[src/rtl/nn_layer_sequencer.sv]
// nn_layer_sequencer: control FSM that runs a three-layer fully-connected MNIST inference over shared BRAM ports.
package bram_addrs;
    localparam int WEIGHT_1   = 'h000;
    localparam int BIAS_1     = 'h310;
    localparam int LAYER_IO_1 = 'h311;
    localparam int WEIGHT_2   = 'h311;
    localparam int BIAS_2     = 'h325;
    localparam int LAYER_IO_2 = 'h326;
    localparam int WEIGHT_3   = 'h326;
    localparam int BIAS_3     = 'h33a;
    localparam int LAYER_IO_3 = 'h33b;
endpackage

module nn_layer_sequencer
    import bram_addrs::*;
#(
    parameter int ADDR_W   = 10,
    parameter int N_HID    = 20,
    parameter int N_OUT    = 10,
    parameter int BRAM_LAT = 1
) (
    input  logic              clk,
    input  logic              reset_n,
    input  logic              start,
    output logic [ADDR_W-1:0] rd_addr,
    output logic              mac_clr,
    output logic              mac_en,
    output logic              bias_en,
    output logic              relu_en,
    output logic [ADDR_W-1:0] wr_addr,
    output logic [4:0]        wr_sel,
    output logic              io_we,
    output logic [1:0]        layer,
    output logic              busy,
    output logic              done
);
    typedef enum logic [2:0] {IDLE, MAC, BIAS, DRAIN, WB, DONE} state_t;

    localparam logic [ADDR_W-1:0] ONE = ADDR_W'(1);

    state_t              state, state_d;
    logic [4:0]          cnt, cnt_d, wr_sel_d;
    logic [ADDR_W-1:0]   rd_addr_d, wr_addr_d;
    logic [1:0]          layer_d;
    logic                mac_clr_d, io_we_d, busy_d, done_d;
    logic [BRAM_LAT-1:0] mac_sr, bias_sr;

    function automatic logic [ADDR_W-1:0] weight_of(input logic [1:0] k);
        return ADDR_W'(k == 2'd1 ? WEIGHT_1 : k == 2'd2 ? WEIGHT_2 : WEIGHT_3);
    endfunction

    function automatic logic [ADDR_W-1:0] bias_of(input logic [1:0] k);
        return ADDR_W'(k == 2'd1 ? BIAS_1 : k == 2'd2 ? BIAS_2 : BIAS_3);
    endfunction

    function automatic logic [ADDR_W-1:0] io_of(input logic [1:0] k);
        return ADDR_W'(k == 2'd1 ? LAYER_IO_1 : k == 2'd2 ? LAYER_IO_2 : LAYER_IO_3);
    endfunction

    function automatic logic [4:0] last_of(input logic [1:0] k);
        return 5'(k == 2'd3 ? N_OUT - 1 : N_HID - 1);
    endfunction

    // Next-state and next-output decode; every output is registered from these values
    always_comb begin
        state_d   = state;
        cnt_d     = cnt;
        rd_addr_d = rd_addr;
        layer_d   = layer;
        busy_d    = busy;
        mac_clr_d = 1'b0;
        io_we_d   = 1'b0;
        wr_sel_d  = '0;
        wr_addr_d = '0;
        done_d    = 1'b0;
        case (state)
            IDLE: if (start) begin
                state_d   = MAC;
                layer_d   = 2'd1;
                rd_addr_d = weight_of(2'd1);
                mac_clr_d = 1'b1;
                busy_d    = 1'b1;
            end
            MAC: begin
                state_d   = rd_addr == bias_of(layer) - ONE ? BIAS : MAC;
                rd_addr_d = rd_addr + ONE;
            end
            BIAS: begin
                state_d = DRAIN;
                cnt_d   = '0;
            end
            DRAIN: if (cnt == 5'(BRAM_LAT - 1)) begin
                state_d   = WB;
                cnt_d     = '0;
                io_we_d   = 1'b1;
                wr_addr_d = io_of(layer);
            end else begin
                cnt_d = cnt + 5'd1;
            end
            WB: if (cnt != last_of(layer)) begin
                cnt_d     = cnt + 5'd1;
                io_we_d   = 1'b1;
                wr_sel_d  = cnt + 5'd1;
                wr_addr_d = io_of(layer) + ADDR_W'(cnt + 5'd1);
            end else if (layer == 2'd3) begin
                state_d   = DONE;
                layer_d   = '0;
                rd_addr_d = '0;
                busy_d    = 1'b0;
                done_d    = 1'b1;
            end else begin
                state_d   = MAC;
                layer_d   = layer + 2'd1;
                rd_addr_d = weight_of(layer + 2'd1);
                mac_clr_d = 1'b1;
            end
            DONE: state_d = IDLE;
            default: state_d = IDLE;
        endcase
    end

    // State, counter and registered outputs
    always_ff @(posedge clk or negedge reset_n) begin
        if (!reset_n) begin
            state   <= IDLE;
            cnt     <= '0;
            rd_addr <= '0;
            layer   <= '0;
            busy    <= 1'b0;
            mac_clr <= 1'b0;
            io_we   <= 1'b0;
            wr_sel  <= '0;
            wr_addr <= '0;
            done    <= 1'b0;
            relu_en <= 1'b0;
        end else begin
            state   <= state_d;
            cnt     <= cnt_d;
            rd_addr <= rd_addr_d;
            layer   <= layer_d;
            busy    <= busy_d;
            mac_clr <= mac_clr_d;
            io_we   <= io_we_d;
            wr_sel  <= wr_sel_d;
            wr_addr <= wr_addr_d;
            done    <= done_d;
            relu_en <= layer_d == 2'd1 || layer_d == 2'd2;
        end
    end

    // Delay the MAC/BIAS flags by the BRAM read latency so enables meet the returned data
    always_ff @(posedge clk or negedge reset_n) begin
        if (!reset_n) begin
            mac_sr  <= '0;
            bias_sr <= '0;
        end else begin
            mac_sr[0]  <= state == MAC;
            bias_sr[0] <= state == BIAS;
            for (int i = 1; i < BRAM_LAT; i++) begin
                mac_sr[i]  <= mac_sr[i-1];
                bias_sr[i] <= bias_sr[i-1];
            end
        end
    end

    assign mac_en  = mac_sr[BRAM_LAT-1];
    assign bias_en = bias_sr[BRAM_LAT-1];
endmodule

[config.mk]
export PLATFORM = sky130hd
export DESIGN_NAME = nn_layer_sequencer
export DESIGN_NICKNAME = d
export VERILOG_FILES = /design/src/rtl/nn_layer_sequencer.sv
export SDC_FILE = /design/constraint.sdc
export NUM_CORES = 1
export LEC_CHECK = 0
export CORE_ASPECT_RATIO = 1.1
export CORE_MARGIN = 2
export CORE_UTILIZATION = 45
export DETAILED_ROUTE_END_ITERATION = 12
export HOLD_SLACK_MARGIN = 0.02
export PLACE_DENSITY = 0.72
export SLEW_MARGIN = 10
export SYNTH_ARGS = -nofsm -noshare
export SYNTH_HDL_FRONTEND = slang
export SYNTH_SLANG_ARGS = --single-unit
[constraint.sdc]
create_clock -name clk -period 2.2 [get_ports clk]
set_input_delay 0.22 -clock clk [delete_from_list [all_inputs] [get_ports clk]]
set_output_delay 0.22 -clock clk [all_outputs]
set_load 0.02 [all_outputs]
Word level (Yosys, flattened, before mapping). Cells that the tools add are included.

Output and inout bits: 34. Input bits: 3. Word-level logic and storage cells: 90. Bits in registers: 42.

Mux-type cells: 43. Equal/unequal tests: 18. Add/subtract/negate cells: 6. Reductions and logical operators: 10.

Operator list (count): 10-bit 2-to-1 mux (6); 5-bit 2-to-1 mux (7); 10-bit one-hot mux with 3 select lines (1); 10-bit one-hot mux with 2 select lines (1); 6-bit 2-to-1 mux (3); 3-bit one-hot mux with 5 select lines (1); 5-bit one-hot mux with 3 select lines (1); 3-bit 2-to-1 mux (4); 1-bit 2-to-1 mux (11); 10-bit by 1-bit adder with 10-bit output (second input constant) (1); 9-bit by 7-bit adder with 10-bit output (1); 10-bit == test (1); 2-bit inequality test (second input constant) (5); 9-bit by 2-bit subtractor with 10-bit output (second input constant) (1); 2-bit == test (second input constant) (4); 2-bit 2-to-1 mux (4); 5-bit by 1-bit adder with 6-bit output (second input constant) (1); 2-bit by 1-bit == test with 1-bit output (second input constant) (3); 3-bit by 2-bit == test with 1-bit output (second input constant) (2); 1-bit one-hot mux with 2 select lines (3); 3-bit AND reduction (2); 3-bit nonzero test (2); 5-bit by 1-bit adder with 5-bit output (second input constant) (1); 5-bit logical NOT (1); other kinds (10) (10).

Longest topological paths before layout. Gate-level depths: netlist (run 1).

Word-level depth: 7. Depth in mapped cells: 10. Mapped depth without buffers: 10.

Worst setup path before layout (run 1). No wires, ideal clock.

Kind: register -> register. Start: register layer[0]. End: register wr_addr[4]. Setup time: 0.129 ns. Arrival time: 2.157 ns. Required time: 2.071 ns. Stages on the path, launching flop included: 10. Buffers on the path: 0. Period minus slack after synthesis: 2.287 ns. Slack: -0.087 ns. Cells stage by stage: dfrtp_1 > inv_1 > ha_1 > inv_1 > ha_1 > fa_1 > a21o_1 > a21o_1 > xnor2_1 > o22ai_1.

Cells in the longest elaborated chain, start to end: 6. Elaborated cells between the ends (all ways): 11. Those cells by class: add/sub: 1; eq/ne: 4; mux: 6.

RTL lines: from (decl) (line 33) `output logic [1:0] layer,`; from (signal assigned) (line 140) `layer <= layer_d;`; 2-bit == test (line 57) `return ADDR_W'(k == 2'd1 ? LAYER_IO_1 : k == 2'd2 ? LAYER_IO_2 : LAYER_IO_3);`; 5-bit 2-to-1 mux (line 57); 6-bit 2-to-1 mux (line 57); 9-bit by 7-bit adder with 10-bit output (line 104) `wr_addr_d = io_of(layer) + ADDR_W'(cnt + 5'd1);`; 10-bit 2-to-1 mux (line 100) `WB: if (cnt != last_of(layer)) begin`; 10-bit one-hot mux with 2 select lines (*) (line 76) `case (state)`; net wr_addr_d[4] (line 43) `logic [ADDR_W-1:0] rd_addr_d, wr_addr_d;`; to (signal assigned) (line 145) `wr_addr <= wr_addr_d;`; to (decl) (line 30) `output logic [ADDR_W-1:0] wr_addr,`.

Mark *: on every way through the listed nets, which the timed path passes. The rest lies on a longest branch. A chain may end at the register's enable or synchronous reset.

Final worst setup path (run 1).
Start: register cnt[0]. End: register wr_addr[5].

Cells in the longest elaborated chain, start to end: 4. Elaborated cells between the ends (all ways): 7. Those cells by class: add/sub: 2; eq/ne: 1; mux: 3; reduce/logical: 1.

RTL lines: from (decl) (line 42) `logic [4:0] cnt, cnt_d, wr_sel_d;`; from (signal assigned) (line 138) `cnt <= cnt_d;`; 5-bit by 1-bit adder with 6-bit output (line 104); 9-bit by 7-bit adder with 10-bit output (line 104); 10-bit 2-to-1 mux (line 100); 10-bit one-hot mux with 2 select lines (*) (line 76); net wr_addr_d[5] (line 43).

Marked as above.

==> results of run 1 <==
[cell type report]
class	instances	share of cell area
tap	56	0.0236
clock buffer	7	0.0291
timing repair buffer	57	0.173
multi-input combinational	174	0.424
inverter	14	0.0177
sequential	39	0.331
clock inverter	1	0.00169
[worst max-delay path by stage]
stage	end	start	slack (ps)
after detailed placement	wr_addr[5]	cnt[0]	-60
after CTS	wr_addr[5]	cnt[0]	10
after floorplan	wr_addr[5]	cnt[0]	30
final	wr_addr[5]	cnt[0]	80
after global placement	wr_addr[5]	cnt[0]	60
after global routing	wr_addr[5]	cnt[0]	0.8
[logic make-up after synthesis]
group	after synthesis
XOR/XNOR	9
adder cells (fa/ha/maj)	13
AND/OR/NAND/NOR	84
AO/OA/AOI/OAI	67
other	1
buffers and inverters	24
flip-flops	39
[sequential cells by signal, summed over array words and instances, names as in the netlist, 2 cells and up]
register,flops
wr_addr,8
state,3
layer,2
rd_addr,10
cnt,5
wr_sel,5
[where the power goes]
group          internal (uW)  total [uW]  switching (uW)
Clock                    253         515             262
Combinational            304         616             312
Sequential               816         967             152
Total                   1370        2100             726
[cell usage in the layout (no fill, tap or decap), drive strengths merged, types with 2 or more instances in the layout]
master,n
a21boi,2
a21o,5
a21oi,12
a221oi,2
a31oi,3
and2,3
and3,6
and3b,3
buf,23
clkbuf,7
clkdlybuf4s50,34
dfrtp,39
ha,12
inv,14
nand2,15
nand2b,6
nand3,9
nand4bb,3
nor2,21
nor2b,2
nor3,4
nor3b,4
nor4b,2
o21ai,26
o22ai,6
o31ai,3
or3,2
xnor2,4
xor2,4
[metal layers]
| layer | track usage | up-vias | wire length, um |
|---|---|---|---|
| li1 | - | 946 | - |
| met1 | 0.292 | 979 | 2420 |
| met2 | 0.352 | 42 | 2700 |
| met3 | 0.0325 | 8 | 176 |
| met4 | 0.0887 | 0 | 104 |
| met5 | 0 | - | 0 |
[synth_stat cells (2+ instances only)]
master                       n
sky130_fd_sc_hd__a21o_1      5
sky130_fd_sc_hd__xnor2_1     4
sky130_fd_sc_hd__ha_1       12
sky130_fd_sc_hd__nor2_1     19
sky130_fd_sc_hd__dfrtp_1    39
sky130_fd_sc_hd__clkbuf_1    4
sky130_fd_sc_hd__o21ai_0    26
sky130_fd_sc_hd__nand4bb_1   3
sky130_fd_sc_hd__nand2b_1    6
sky130_fd_sc_hd__o22ai_1     6
sky130_fd_sc_hd__inv_1      14
sky130_fd_sc_hd__and3_1      6
sky130_fd_sc_hd__a21oi_1    12
sky130_fd_sc_hd__a221oi_1    2
sky130_fd_sc_hd__nor2b_1     2
sky130_fd_sc_hd__a21boi_1    2
sky130_fd_sc_hd__buf_4       3
sky130_fd_sc_hd__nor3_1      4
sky130_fd_sc_hd__nor3b_1     3
sky130_fd_sc_hd__and2_1      3
sky130_fd_sc_hd__nor4b_1     2
sky130_fd_sc_hd__nand2_1    15
sky130_fd_sc_hd__buf_2       2
sky130_fd_sc_hd__or3_1       2
sky130_fd_sc_hd__nand3_1     9
sky130_fd_sc_hd__and3b_1     3
sky130_fd_sc_hd__a31oi_1     3
sky130_fd_sc_hd__xor2_1      4
sky130_fd_sc_hd__nor2_2      2
sky130_fd_sc_hd__o31ai_1     3
[repair_timing]
item | in CTS | in global routing
gates resized for setup | 3 | 16
endpoints found under the hold margin | 0 | 0
pin swaps | 1 | 4
endpoints found under the setup margin | 1 | 13
setup buffers | 0 | 1
[stage by stage]
step / utilization / std cells / hold slack [ps] / power (uW)
2_1_floorplan: - / 237 / -75.6 / 1300
3_3_place_gp: 0.588 / 339 / 377 / 1580
3_5_place_dp: 0.588 / 339 / 387 / 1590
4_1_cts: 0.613 / 347 / 69.1 / 2100
5_1_grt: 0.629 / 348 / 114 / 2210
6_report: 0.629 / 348 / 32.5 / 2100
==> results by group, run 1 <==
Status
  • Run status: complete, no violations

Clocking
  • CTS tree: yes
  • Number of buffers inserted during clock tree synthesis: 5
  • Clk Latency, worst-skew pair: 300 ps
  • Clk root buf: sky130_fd_sc_hd__clkbuf_8
  • Htree depth: 2
  • Quantity of hold-fixing buffers added after cts: 0
  • Reg clk slew, reported paths: 70 ps
  • Maximum clock path buffer count: 2
  • Clk sink count: 39

Placed design
  • Sum of net half-perimeters after detailed placement: a little under 4000 um
  • Standard cell area after detailed placement: around 2800 sq um
  • Worst setup timing slack at the placement stage: -60.1 ps
  • Last weighted congestion value of the routability-driven placer: approximately 0.9
  • Number of input and output port buffers inserted: 35

Global route
  • Pin count of the biggest net entering global routing: 40
  • Number of global-route vias before repair: 1917
  • Gr usage total: 0.218
  • Global-route wire length before repair: between 9000 and 10000 um
  • Total grt overflow: 0
  • Initial antenna violation count: 0

Setup path
  • R2r endpoint: wr_addr[5]
  • Worst-path cell chain: ha_4, xor2_2, ha_1, a21o_1, a31o_2, o31ai_4, xor2_1, o22ai_1
  • Delay of the slowest critical-path stage: 450 ps
  • Startpoint of the worst-slack reg-to-reg timing path: cnt[0]
  • Register-to-register setup slack: 80 ps
  • Crit path arrival time: 2290 ps
  • Critical setup path kind: reg2reg
  • Largest fanout on the critical path: 5
  • Required arrival time at the worst endpoint: 2370 ps
  • Cell family with most CP delay: compound AO/OA/AOI/OAI gates
  • Length in cells of the worst reg-to-reg path: 8
  • Worst setup EP type: register
  • Crit. path cell count: 8
  • CP max-delay cell: sky130_fd_sc_hd__dfrtp_2
  • Worst path buffer plus inverter count: 0
  • Setup crit start kind: register

Finish
  • Fraction of layout cells with a size suffix above 1: 0.178
  • Nets@finish: 307
  • Number of fill cells in the layout: between 300 and 400
  • Ant. Diodes: 0
  • Area of the multi-input gates: 1260 sq um
  • Area added between synthesis and finish: 32.6%
  • Storage element area: 981 sq um
  • Final instance area: 2970 sq um

Synth
  • Netlist area before placement: between 2000 and 2500 sq um
  • Post-synthesis average cell area: 9.44 sq um
  • Proportion of synthesized flip-flops having asynchronous set or reset: 1.00
  • Area fraction in compound gates after synthesis: 0.188
  • Portion of the post-synthesis area used by sequential elements: 0.436
  • Yosys top cell area share: 0.436
  • Instance count of the mapped netlist: 237
  • Yosys warns: 0
  • Main area contributors after synthesis: sky130_fd_sc_hd__dfrtp_1 44%, sky130_fd_sc_hd__ha_1 6.7%, sky130_fd_sc_hd__o21ai_0 5.8%
  • Dominant combinational cell family by area after synthesis: simple AND/OR/NAND/NOR gates
  • Leading register cell type out of synthesis: sky130_fd_sc_hd__dfrtp_1
  • Number of enable-type register cells in the synthesized netlist: 0
  • Xor/xnor cell area share of the yosys netlist: 0.0419
  • Post-synthesis cell type with the largest combined area: sky130_fd_sc_hd__dfrtp_1
  • Number of library cell types mapped by synthesis: 47
  • Synthesized flop and latch total: 39
  • Adder-cell share of the synthesized area: 0.0760
  • Simple-gate portion of the synthesized area: 0.210
  • Multiplexer share of the synthesized area: 0
  • Syn Nets: 253

Route
  • Count of routing violations after the opening detailed-route iteration: approximately 160
  • Residual DRC: 0
  • Count of antenna-violating nets left after detailed routing: 0
  • First-pass DRT Iterations: 4
  • Average wire per cell in the routed design: 15.5 um
  • WL final: 5400 um
  • Via density: 5.68
  • Total via count in the routed design: 1975

Timing
  • Final hold vios: 0
  • Setup slack of the critical path after layout: 82.8 ps
  • Period utilization: 0.962
  • Setup repair after global routing missed its margin: false
  • Worst slew margin: 0.415
  • Max Transition Viols Final: 0
  • Final-report setup violation count: 0
  • Setup TNS: 0 ps
  • Fmax achieved: 0.472 GHz
  • Final critical-path required period: 2120 ps
  • Slew at the pin closest to its max-slew limit: 878 ps
  • Clock Skews: slightly below 4 ps

Floorplan
  • Effective utilization at floorplan: 0.475
  • Die Height: 78.0 um
  • Die Outline Area: 5550 sq um
  • Number of placement rows: 26
  • Area of the core: 4720 sq um
  • Ports placed on the boundary: 37
  • Die Wd: roughly 70 um

Job
  • Maximum Capacitance Violations: 0

Power and ir drop
  • Lkg Pwr: 0.00128 uW
  • Worst vdd ir: 0.597 mV
  • Pwr per Cell Area: 707 nW/um^2

Hold path
  • Worst min-delay path category: in2async
Power figures use the tool's default switching activity.
==> inputs of run 2 (changes only) <==
--- a/config.mk
+++ b/config.mk
@@ -9,8 +9,7 @@
 export CORE_MARGIN = 2
 export CORE_UTILIZATION = 45
 export DETAILED_ROUTE_END_ITERATION = 12
-export HOLD_SLACK_MARGIN = 0.02
-export PLACE_DENSITY = 0.72
+export PLACE_DENSITY = 0.83
 export SLEW_MARGIN = 10
 export SYNTH_ARGS = -nofsm -noshare
 export SYNTH_HDL_FRONTEND = slang
==> results by group, run 2 (same netlist as run 1, synthesis figures left out) <==
Timing
  • Final hold vios: 0
  • Final worst hold slack: 42.1 ps
  • Worst slew margin: 0.419
  • Final-report setup violation count: 0
  • Setup TNS: 0 ps
  • Max Transition Viols Final: 0
  • Slew at the pin closest to its max-slew limit: 872 ps
  • Clock Skews: 6.11 ps
  • Setup repair after global routing missed its margin: true
  • Final critical-path required period: 2150 ps
  • Period utilization: 0.979
  • Fmax achieved: 0.464 GHz

Floorplan
  • Effective utilization at floorplan: 0.475
  • Die Wd: 71.2 um
  • Area of the core: around 4700 sq um
  • Ports placed on the boundary: 37
  • Die Height: a little under 80 um
  • Die Outline Area: 5550 sq um
  • Number of placement rows: 26

Finish
  • Largest register by flop count: rd_addr
  • Ant. Diodes: 0
  • Area added between synthesis and finish: 33.1%
  • Leading cell types in the layout, fill and taps excluded: 35 x sky130_fd_sc_hd__dfrtp_1, 34 x sky130_fd_sc_hd__clkdlybuf4s50_1, 25 x sky130_fd_sc_hd__o21ai_0, 21 x sky130_fd_sc_hd__buf_4, 19 x sky130_fd_sc_hd__nor2_1
  • Fraction of layout cells with a size suffix above 1: 0.183
  • Commonest non-fill, non-tap cell in the layout: sky130_fd_sc_hd__dfrtp_1
  • Finished Layout Cells: 346
  • Final core occ: 0.632
  • Flip-flop count of the largest register, all copies and words added: 10
  • Nets@finish: 306
  • Leading registers by flop count: rd_addr: 10 flops, wr_addr: 8 flops

Setup path
  • Crit path arrival time: ~2300 ps
  • Worst setup EP type: register
  • Setup crit start kind: register
  • Largest fanout on the critical path: 4
  • Register-to-register setup slack: between 40 and 50 ps
  • Startpoint of the worst-slack reg-to-reg timing path: cnt[0]
  • Length in cells of the worst reg-to-reg path: 8
  • Critical setup path kind: reg2reg
  • R2r endpoint: wr_addr[5]
  • Required arrival time at the worst endpoint: 2360 ps

Power and ir drop
  • Pwr per Cell Area: 725 nW/um^2
  • Clock network power share: 0.269
  • Register share of total power: 0.447
  • Combinational power share: 0.284
  • Post-layout power: 2160 uW
  • Design internal power: 1450 uW
  • Switching power: 710 uW
  • Lkg Pwr: 0.00128 uW
  • Net switching share of the total power: 0.328
  • Worst vdd ir: 0.576 mV

Global route
  • Global-route wire length before repair: 9360 um
  • Pin count of the biggest net entering global routing: 40
  • Gr usage total: 0.213
  • Number of global-route vias before repair: 1968
  • Total grt overflow: 0
  • Initial antenna violation count: 0

Job
  • Maximum Capacitance Violations: 0

Route
  • WL final: approximately 5900 um
  • Via density: 5.81
  • Count of routing violations after the opening detailed-route iteration: 160
  • Total via count in the routed design: 2009
  • Average wire per cell in the routed design: 17.2 um
  • Count of antenna-violating nets left after detailed routing: 0
  • First-pass DRT Iterations: 4
  • Residual DRC: 0

Status
  • Run status: complete, no violations

Clocking
  • Clk sink count: 39
  • Htree depth: 2
  • Number of buffers inserted during clock tree synthesis: 5
  • Clk root buf: sky130_fd_sc_hd__clkbuf_8
  • Clk Latency, worst-skew pair: 290 ps
  • Reg clk slew, reported paths: 70 ps
  • Maximum clock path buffer count: 2
  • CTS tree: yes

Hold path
  • Worst min-delay path category: in2async

Placed design
  • Last weighted congestion value of the routability-driven placer: roughly 0.87
  • Sum of net half-perimeters after detailed placement: 4040 um
  • Placed Cells incl. Taps: 338
  • Number of input and output port buffers inserted: 35
run 2: cell count changes in the layout (fill, tap and decap cells not counted), sizes merged:
cell and change:
bufinv +1, clkinv -1, buf -1, clkbuf -1
run 2: repair_timing:
item                                   CTS  global route
endpoints found under the hold margin    0             0
hold buffers                             0             0
setup endpoints to repair                1            10
pin swaps                                0             2
gates resized for setup                  2            17
buffers inserted                         0             1
run 2: power groups by stage:
| stage | Sequential, uW | Clock (uW) | Combinational [uW] |
|---|---|---|---|
| 3_3_place_gp | 969 | 0 | 601 |
| 4_1_cts | 959 | 589 | 618 |
| 3_5_place_dp | 970 | 0 | 615 |
| 2_1_floorplan | 1050 | 0 | 241 |
| 5_1_grt | 984 | 625 | 686 |
| 6_report | 965 | 582 | 614 |
run 2: worst max-delay path by stage:
stage / from / end / slack [ps] / depth (start not counted)
2_1_floorplan: cnt[0] / wr_addr[5] / 30 / 8
3_3_place_gp: cnt[0] / wr_addr[5] / 90 / 8
3_5_place_dp: cnt[0] / wr_addr[5] / 0.8 / 8
4_1_cts: layer[1] / relu_en / 10 / 6
5_1_grt: cnt[0] / wr_addr[5] / -50 / 10
6_report: cnt[0] / wr_addr[5] / 50 / 8
run 2: area by class of cell:
class | instances | area [sq um]
fill | 385 | 1740
multi-input combinational | 174 | 1270
timing repair buffer | 56 | 503
clock inverter | 1 | 30.0
tap | 56 | 70.1
inverter | 14 | 52.6
sequential | 39 | 981
clock buffer | 6 | 72.6
run 2: metrics by stage:
stage	setup slack (ps)	area [sq um]
4_1_cts	14.4	2880
3_3_place_gp	88.6	2770
6_report	46.4	2980
5_1_grt	-52.9	2980
2_1_floorplan	28.6	2250
3_5_place_dp	0.802	2770
run 2: per-layer routing:
metal,part of all wire,vias up,global-route usage
met3,0.040,10,0.0429
met5,0,-,0
li1,-,942,-
met4,0.013,0,0.0604
met2,0.51,59,0.352
met1,0.44,998,0.283
run 2: critical path, cell delays in order, from the launching register on:
cell and delay [ps]:
sky130_fd_sc_hd__dfrtp_1 440, sky130_fd_sc_hd__ha_4 200, sky130_fd_sc_hd__xor2_2 150, sky130_fd_sc_hd__ha_1 330, sky130_fd_sc_hd__a21o_1 180, sky130_fd_sc_hd__a31o_2 230, sky130_fd_sc_hd__o31ai_2 210, sky130_fd_sc_hd__xor2_1 180
sky130_fd_sc_hd__o22ai_1 100
==> inputs of run 3 (changes only) <==
--- a/config.mk
+++ b/config.mk
@@ -5,11 +5,13 @@
 export SDC_FILE = /design/constraint.sdc
 export NUM_CORES = 1
 export LEC_CHECK = 0
+export ABC_CLOCK_PERIOD_IN_PS = 2420
 export CORE_ASPECT_RATIO = 1.1
 export CORE_MARGIN = 2
 export CORE_UTILIZATION = 45
+export CTS_BUF_LIST = sky130_fd_sc_hd__clkbuf_16
 export DETAILED_ROUTE_END_ITERATION = 12
-export PLACE_DENSITY = 0.83
+export PLACE_DENSITY = 0.8
 export SLEW_MARGIN = 10
 export SYNTH_ARGS = -nofsm -noshare
 export SYNTH_HDL_FRONTEND = slang
==> constraint.sdc (replaced) <==
create_clock -name clk -period 2.42 [get_ports clk]
set_input_delay 0.242 -clock clk [delete_from_list [all_inputs] [get_ports clk]]
set_output_delay 0.242 -clock clk [all_outputs]
set_load 0.02 [all_outputs]
==> results by group, run 3 (same netlist as run 1, synthesis figures left out) <==
Global route
  • Global-route wire length before repair: 8760 um
  • Number of global-route vias before repair: 1757
  • Pin count of the biggest net entering global routing: 40
  • Total grt overflow: 0
  • Gr usage total: 0.204
  • Initial antenna violation count: 0

Timing
  • Worst slew margin: 0.424
  • Fmax achieved: ~0.44 GHz
  • Period utilization: 0.937
  • Final hold vios: 0
  • Max Transition Viols Final: 0
  • Setup slack of the critical path after layout: 153 ps
  • Final worst hold slack: 69.3 ps
  • Slew at the pin closest to its max-slew limit: 864 ps
  • Clock Skews: 2.05 ps
  • Final-report setup violation count: 0
  • Final critical-path required period: 2270 ps

Route
  • DR WL met3: 288 um
  • Total via count in the routed design: 1899
  • WL final: around 5100 um
  • Count of antenna-violating nets left after detailed routing: 0
  • Average wire per cell in the routed design: 15.1 um
  • Highest Signal Layer: met4
  • Met1 Routed Length: 2290 um
  • Residual DRC: 0
  • First-pass DRT Iterations: 4
  • Met2 routed WL: about 2400 um
  • Via density: 5.65
  • Count of routing violations after the opening detailed-route iteration: 231

Clocking
  • Number of buffers inserted during clock tree synthesis: 5
  • Clk Latency, worst-skew pair: between 200 and 300 ps
  • Quantity of hold-fixing buffers added after cts: 0
  • CTS tree: yes
  • Clk sink count: 39
  • Number of buffers added for setup after CTS: 0
  • # resized after CTS: 0
  • Clk root buf: sky130_fd_sc_hd__clkbuf_16
  • Htree depth: 2
  • Reg clk slew, reported paths: 50 ps
  • Maximum clock path buffer count: 2

Floorplan
  • Ports placed on the boundary: 37
  • Die Height: 78.0 um
  • Die Outline Area: 5550 sq um
  • Die Wd: 71.2 um
  • Area of the core: 4720 sq um
  • Effective utilization at floorplan: 0.475
  • Number of placement rows: 26

Setup path
  • Largest fanout on the critical path: 7
  • CP max-delay cell: sky130_fd_sc_hd__fa_1
  • Crit path arrival time: 2450 ps
  • Critical setup path kind: reg2reg
  • Delay of the slowest critical-path stage: 470 ps
  • Worst setup EP type: register
  • Setup crit start kind: register
  • Required arrival time at the worst endpoint: 2610 ps
  • Worst-path cell chain: inv_1, ha_4, inv_1, ha_1, fa_1, a21o_1, a21o_1, xnor2_2, o22ai_1

Placed design
  • Last weighted congestion value of the routability-driven placer: 0.887
  • Placed Cells incl. Taps: 330
  • Sum of net half-perimeters after detailed placement: 3720 um
  • Number of input and output port buffers inserted: 35
  • Worst setup timing slack at the placement stage: between 100 and 150 ps

Status
  • Run status: complete, no violations

Finish
  • Flip-flop count of the largest register, all copies and words added: 10
  • Number of fill cells in the layout: 392
  • Leading cell types in the layout, fill and taps excluded: 38 x sky130_fd_sc_hd__dfrtp_1, 34 x sky130_fd_sc_hd__clkdlybuf4s50_1, 26 x sky130_fd_sc_hd__o21ai_0, 19 x sky130_fd_sc_hd__nor2_1
  • Commonest non-fill, non-tap cell in the layout: sky130_fd_sc_hd__dfrtp_1
  • Largest register by flop count: rd_addr
  • Area of the multi-input gates: roughly 1200 sq um
  • Storage element area: 977 sq um
  • Area added between synthesis and finish: 27.4%
  • Fraction of layout cells with a size suffix above 1: 0.107
  • Final core occ: 0.605
  • Leading registers by flop count: rd_addr: 10 flops, wr_addr: 8 flops
  • Nets@finish: 297
  • Ant. Diodes: 0
  • Finished Layout Cells: 336

Power and ir drop
  • Lkg Pwr: 0.00127 uW
  • Pwr per Cell Area: 711 nW/um^2
  • Worst vdd ir: ~0.62 mV
  • Post-layout power: ~2000 uW

Job
  • Maximum Capacitance Violations: 0

Hold path
  • Worst min-delay path category: in2async
## run 3: critical path: cells and delay by family (launching register included)
kind	cells	cell delay, ps
AOI/OAI and AO/OA	3	540
buffers and inverters	2	180
DFF	1	440
adders and majority gates	3	860
xor gates and xnor gates	1	140
## run 3: routing by layer
metal / vias to the layer above / track usage
met4: 0 / 0.0830
met3: 10 / 0.0390
met5: - / 0
met2: 56 / 0.298
li1: 924 / -
met1: 909 / 0.296
## run 3: worst paths after layout
check	endpoint	cells after the start	from	slack, ps
max in group asynchronous	layer[0]	1	reset_n	1740
hold / removal	wr_addr[6]	1	reset_n	70
min in group clk	layer[0]	1	layer[0]	530
hold reg to reg	layer[0]	1	layer[0]	530
setup reg to reg	wr_addr[4]	9	layer[0]	150
setup / recovery	wr_addr[4]	9	layer[0]	150
## run 3: metrics by stage
| step | setup TNS (ps) | instance area (sq um) |
|---|---|---|
| floorplan | 0 | 2240 |
| global placement | 0 | 2690 |
| detailed placement | 0 | 2690 |
| CTS | 0 | 2820 |
| global route | -1.53 | 2850 |
| finish | 0 | 2850 |
## run 3: area by class of cell
| type | instances | share of cell area |
|---|---|---|
| Timing Repair Buffer | 47 | 0.153 |
| Tap cell | 56 | 0.0246 |
| Inverter | 14 | 0.0184 |
| Sequential cell | 39 | 0.343 |
| Clock buffer | 5 | 0.0439 |
| Multi-Input combinational cell | 174 | 0.416 |
| Clock inverter | 1 | 0.00132 |
## run 3: where the power goes
| part | leakage, uW | total [uW] | internal (uW) | switching, uW |
|---|---|---|---|---|
| clock network | 0.0000669 | 599 | 366 | 233 |
| registers | 0.000500 | 877 | 743 | 133 |
| logic | 0.000707 | 552 | 274 | 277 |
